### config.mk
export PLATFORM = sky130hd
export DESIGN_NAME = uart_rx_fifo
export DESIGN_NICKNAME = d
export VERILOG_FILES = /design/src/rtl/uart_pkg.sv /design/src/rtl/fifo_regfile.sv /design/src/rtl/uart_rx_fifo.sv
export SDC_FILE = /design/constraint.sdc
export NUM_CORES = 1
export LEC_CHECK = 0
export BUFFER_PORTS_ARGS = -buffer_cell sky130_fd_sc_hd__buf_2
export CAP_MARGIN = 20
export CORE_AREA = 2 2 118 120
export DETAILED_ROUTE_END_ITERATION = 8
export DIE_AREA = 0 0 120 122
export PLACE_DENSITY = 0.58
export SLEW_MARGIN = 10
export SYNTH_ARGS = -nofsm -noshare
export SYNTH_HDL_FRONTEND = slang
export SYNTH_SLANG_ARGS = --single-unit
### constraint.sdc
create_clock -name clk -period 5.2 [get_ports clk]
set_clock_uncertainty 0.05 [all_clocks]
set_input_delay 1.3 -clock clk [delete_from_list [all_inputs] [get_ports clk]]
set_output_delay 1.3 -clock clk [all_outputs]
set_load 0.01 [all_outputs]
### src/rtl/uart_pkg.sv
// Shared UART constants and helpers.
package uart_pkg;

    localparam int UART_DATA_W        = 8;
    localparam int UART_RX_FIFO_DEPTH = 16;

    function automatic int clog2(input int v);
        int r;
        r = 0;
        while ((1 << r) < v) begin
            r = r + 1;
        end
        return r;
    endfunction

endpackage

### src/rtl/fifo_regfile.sv
// DEPTH x DATA_W storage array: one synchronous write port and one
// asynchronous read port. Contents are deliberately not reset.
module fifo_regfile #(
    parameter int DATA_W = 8,
    parameter int DEPTH  = 16,
    parameter int ADDR_W = 4
) (
    input  logic              clk,
    input  logic              we_i,
    input  logic [ADDR_W-1:0] waddr_i,
    input  logic [DATA_W-1:0] wdata_i,
    input  logic [ADDR_W-1:0] raddr_i,
    output logic [DATA_W-1:0] rdata_o
);

    logic [DATA_W-1:0] mem_q [DEPTH];

    always_ff @(posedge clk) begin
        if (we_i) begin
            mem_q[waddr_i] <= wdata_i;
        end
    end

    assign rdata_o = mem_q[raddr_i];

endmodule

### src/rtl/uart_rx_fifo.sv
// First-word-fall-through byte buffer behind the UART receiver; drops on full.
// Define UART_RX_FIFO_OVF_CNT_EN to add the saturating ovf_cnt drop counter.
module uart_rx_fifo
    import uart_pkg::*;
#(
    parameter  int DATA_W = UART_DATA_W,
    parameter  int DEPTH  = UART_RX_FIFO_DEPTH,
    localparam int ADDR_W = clog2(DEPTH)
) (
    input  logic              clk,
    input  logic              rst,
    input  logic              wr_en,
    input  logic [DATA_W-1:0] wr_data,
    output logic              rd_valid,
    output logic [DATA_W-1:0] rd_data,
    input  logic              rd_ready,
    output logic              full,
    output logic              empty,
    output logic [ADDR_W:0]   count,
    output logic              overflow,
`ifdef UART_RX_FIFO_OVF_CNT_EN
    output logic [7:0]        ovf_cnt,
`endif
    input  logic              ovf_clr
);

    localparam logic [ADDR_W:0] ONE      = (ADDR_W+1)'(1);
    localparam logic [ADDR_W:0] FULL_CNT = (ADDR_W+1)'(DEPTH);

    logic [ADDR_W:0]   wr_ptr_q, wr_ptr_d;
    logic [ADDR_W:0]   rd_ptr_q, rd_ptr_d;
    logic [ADDR_W:0]   count_q, count_d;
    logic              overflow_q, overflow_d;
    logic              rd_fire, wr_acc, drop;
    logic [DATA_W-1:0] rf_rdata;

    assign empty    = (count_q == '0);
    assign full     = (count_q == FULL_CNT);
    assign rd_valid = !empty;
    assign count    = count_q;
    assign overflow = overflow_q;
    assign rd_data  = empty ? '0 : rf_rdata;

    assign rd_fire = rd_valid && rd_ready;
    // A read in the same cycle frees the slot, so a full FIFO still accepts.
    assign wr_acc  = wr_en && (!full || rd_fire);
    assign drop    = wr_en && !wr_acc;

    always_comb begin
        wr_ptr_d   = wr_ptr_q;
        rd_ptr_d   = rd_ptr_q;
        count_d    = count_q;
        overflow_d = overflow_q;
        if (wr_acc) begin
            wr_ptr_d = wr_ptr_q + ONE;
        end
        if (rd_fire) begin
            rd_ptr_d = rd_ptr_q + ONE;
        end
        if (wr_acc && !rd_fire) begin
            count_d = count_q + ONE;
        end else if (rd_fire && !wr_acc) begin
            count_d = count_q - ONE;
        end
        if (drop) begin
            overflow_d = 1'b1;
        end else if (ovf_clr) begin
            overflow_d = 1'b0;
        end
    end

    always_ff @(posedge clk or posedge rst) begin
        if (rst) begin
            wr_ptr_q   <= '0;
            rd_ptr_q   <= '0;
            count_q    <= '0;
            overflow_q <= 1'b0;
        end else begin
            wr_ptr_q   <= wr_ptr_d;
            rd_ptr_q   <= rd_ptr_d;
            count_q    <= count_d;
            overflow_q <= overflow_d;
        end
    end

`ifdef UART_RX_FIFO_OVF_CNT_EN
    logic [7:0] ovf_cnt_q, ovf_cnt_d;

    always_comb begin
        ovf_cnt_d = ovf_cnt_q;
        if (drop && ovf_clr) begin
            ovf_cnt_d = 8'd1;
        end else if (drop) begin
            ovf_cnt_d = (ovf_cnt_q == 8'hFF) ? 8'hFF : ovf_cnt_q + 8'd1;
        end else if (ovf_clr) begin
            ovf_cnt_d = 8'd0;
        end
    end

    always_ff @(posedge clk or posedge rst) begin
        if (rst) begin
            ovf_cnt_q <= 8'd0;
        end else begin
            ovf_cnt_q <= ovf_cnt_d;
        end
    end

    assign ovf_cnt = ovf_cnt_q;
`endif

    fifo_regfile #(
        .DATA_W (DATA_W),
        .DEPTH  (DEPTH),
        .ADDR_W (ADDR_W)
    ) u_regfile (
        .clk     (clk),
        .we_i    (wr_acc),
        .waddr_i (wr_ptr_q[ADDR_W-1:0]),
        .wdata_i (wr_data),
        .raddr_i (rd_ptr_q[ADDR_W-1:0]),
        .rdata_o (rf_rdata)
    );

endmodule

==> summary.txt <==
Clocking
  • H-Tree Level Count: 4
  • Clk Tree Root Cell: sky130_fd_sc_hd__clkbuf_16
  • Clock tree from TritonCTS: built
  • Sink count of the clock tree: 142
  • Total clock buffers created by CTS: 17
  • Buffers inserted during post-CTS setup optimization: 0
  • Register clock-pin slew on the reported worst setup and hold paths: 0.05 ns
  • Worst-skew pair later-pin latency: 0.42 ns
  • Number of buffers inserted by hold repair at cts: 0
  • PostCTS Resize Cnt: 0
  • Number of buffers on the longest clock path: 2

Yosys
  • Seq cells post-synth: 142
  • Share of the yosys chip area belonging to registers: 71.1%
  • Per-instance average area after synthesis: 19.6 sq um
  • Post-Syn Instances: 301
  • Synth Cell Area: 5900 sq um
  • Distinct cells, synth: 41
  • Yosys warning count: 0
  • Total nets after synthesis: 324

Placement
  • Cell total after placement: 498
  • HPWL after detailed placement: 7210 microns
  • Port Buffer Count: 29
  • Final weighted congestion in routability-driven placement: 0.697

Floorplanning
  • Standard-cell row count: 43
  • Initial Util: 43.7%
  • Core footprint: 13500 sq um
  • Count of pins on the block boundary: 30
  • Die X-Extent: 120 microns
  • Full die area: 14600 sq um
  • Chip Height: 122 microns

Setup path
  • Required time of the critical path: 3.85 ns
  • Cell family with most CP delay: multiplexers
  • Worst path slowest cell: sky130_fd_sc_hd__dfrtp_1
  • Maximum fanout count along the critical path: 14
  • List of cells traversed by the critical path: buf_16 > buf_4 > mux4_1 > mux2_2 > o21ai_1 > a21oi_1 > buf_2
  • Worst setup EP type: output pin
  • Worst Path Class, Setup: reg2out
  • Arrival time worst endpoint: 2.87 ns
  • Sum of buffers and inverters on the critical path: 3
  • CP Launch Type: flip-flop
  • Largest stage delay, worst path: 0.73 ns

Global route
  • Global-route wire length before repair: 17800 microns
  • Total gr overflow: 0
  • Overall fraction of global-route tracks in use: 17.4%
  • Maximum number of pins on one net before global-route repair: 25
  • Via count of the first global-routing pass: 2980
  • Number of antenna violations at the first check in global routing: 0

Timing
  • Final clock period utilization by the worst path: 81.2%
  • Slew at the pin with the worst max-slew slack: 1.12 ns
  • Hold violation total from the final report: 0
  • Final setup fails: 0
  • Number of slew-limit violations in the final report: 0
  • Highest clock rate: 237 MHz
  • Unrepaired setup endpoints after global routing: false
  • Max transition margin: 25.1%
  • Fin crit period: 4.22 ns
  • Sum of negative setup slack: 0 ns

Routing
  • Number of nets with antenna violations after routing: 0
  • Via/cell ratio: 5.37
  • Routed wirelength normalized by instance count: 21.7 microns
  • DR iter-0 viols: 249
  • Detailed-router iteration count before antenna repair: 4
  • Routed wire length: 11500 microns
  • Via total after detailed routing: 2854
  • DRC violation count after routing: 0

Finish
  • Top library cells by usage in the layout, fill and taps aside: sky130_fd_sc_hd__edfxtp_1, sky130_fd_sc_hd__buf_2, sky130_fd_sc_hd__mux4_2
  • Layout cell share with drive strength beyond 1: 28.8%
  • Antenna Cells: 0
  • Area Growth Syn to Fin: 14.1%
  • Number of nets in the layout: 361
  • Non-filler instance count after layout: 531
  • Fillers: 1101
  • Most common library cell in the layout ignoring fill and taps: sky130_fd_sc_hd__edfxtp_1
  • Final core area utilization: 49.9%

Hold path
  • Kind of path behind the tightest hold check: reg2reg

Power and ir drop
  • Final Total Pwr: 0.00379 W
  • Maximum ir drop on the vdd rail: 0.310 mV
  • PwrDens: 562 nW/um^2
  • Total leakage power: 2.33 nW

Run status
  • Run status: completed

Run
  • Number of violations of the max-capacitance limit: 0
per-layer routing:
layer,track usage (%),wire length (microns)
met1,23.8,5340
met2,26.3,5590
met3,4.68,519
met4,7.57,96
met5,0,0
report_power, final:
part	switching (W)	internal (W)
logic	0.000550	0.000555
clock network	0.000453	0.000652
registers	0.000175	0.00140
final timing paths:
| path | endpoint | slack (ns) | startpoint | cells after the start |
|---|---|---|---|---|
| hold reg to reg | overflow$_DFFE_PP0P_ | 0.44 | overflow$_DFFE_PP0P_ | 1 |
| setup reg to reg | count[4]$_DFFE_PP0P_ | 1.43 | count[0]$_DFFE_PP0P_ | 10 |
| hold / removal | overflow$_DFFE_PP0P_ | 0.44 | overflow$_DFFE_PP0P_ | 1 |
| setup / recovery | rd_data[7] | 0.98 | rd_ptr_q[1]$_DFFE_PP0P_ | 7 |
| min in group asynchronous | count[0]$_DFFE_PP0P_ | 0.87 | rst | 2 |
| max in group asynchronous | wr_ptr_q[3]$_DFFE_PP0P_ | 3.86 | rst | 2 |
final cells by class:
cell class	instances	area [sq um]	share of cell area (%)
clock buffer	17	425	6.32
clock inverter	15	124	1.84
inverter	8	30.0	0.446
multi-input combinational	135	1530	22.7
sequential	142	4190	62.3
tap	180	225	3.34
timing repair buffer	34	206	3.07
synth_stat cells, drive strengths merged:
cell	instances	share of area [%]
a21oi	9	0.76
nor2	13	0.83
fa	1	0.34
bufbuf	1	0.32
a21boi	1	0.13
mux2	10	1.9
clkbuf	3	0.25
inv	8	0.51
a21o	3	0.38
edfxtp	128	65
nand4	1	0.11
nor4	2	0.32
a32o	1	0.17
nor3	5	0.42
mux2i	8	1.4
nand2	9	0.57
and3	1	0.11
o21ai	11	0.93
buf	12	2.3
xor2	1	0.15
and2	1	0.11
ha	9	1.9
a221o	1	0.17
a31oi	2	0.32
mux4	32	13
nand3	2	0.17
dfrtp	14	5.9
a2111oi	1	0.15
xnor2	8	1.2
nand2b	3	0.32
flip-flops by register name, indices dropped and copies added (netlist names):
register	cells
count	5
overflow	1
rd_ptr_q	4
u_regfile.mem_q	128
wr_ptr_q	4
through the flow:
stage	setup WS (ns)	hold WS, ns	area [sq um]
CTS	0.582	0.444	6710
global placement	1.11	0.431	6150
detailed placement	1.05	0.430	6160
floorplan	1.65	0.481	5900
finish	0.977	0.445	6740
global route	0.844	0.476	6740
cells by family (layout without fill, tap and decap cells):
group,after synthesis,after routing,synth area share [%]
XOR/XNOR,9,9,1.34
adder cells (fa/ha/maj),10,10,2.25
AND/OR/NAND/NOR,37,37,2.95
AO/OA/AOI/OAI,29,29,3.01
buffers and inverters,24,74,3.35
multiplexers,50,50,16.0
flip-flops,142,142,71.1
worst reg2reg max path, delay by kind of cell, from the launching register on:
family / cells / cell delay (ns)
AOI/OAI and AO/OA: 4 / 1.04
adders and majority gates: 2 / 0.67
buffers and inverters: 1 / 0.14
DFF: 1 / 0.46
and+or+nand+nor: 3 / 1.29
Power figures use the tool's default switching activity.
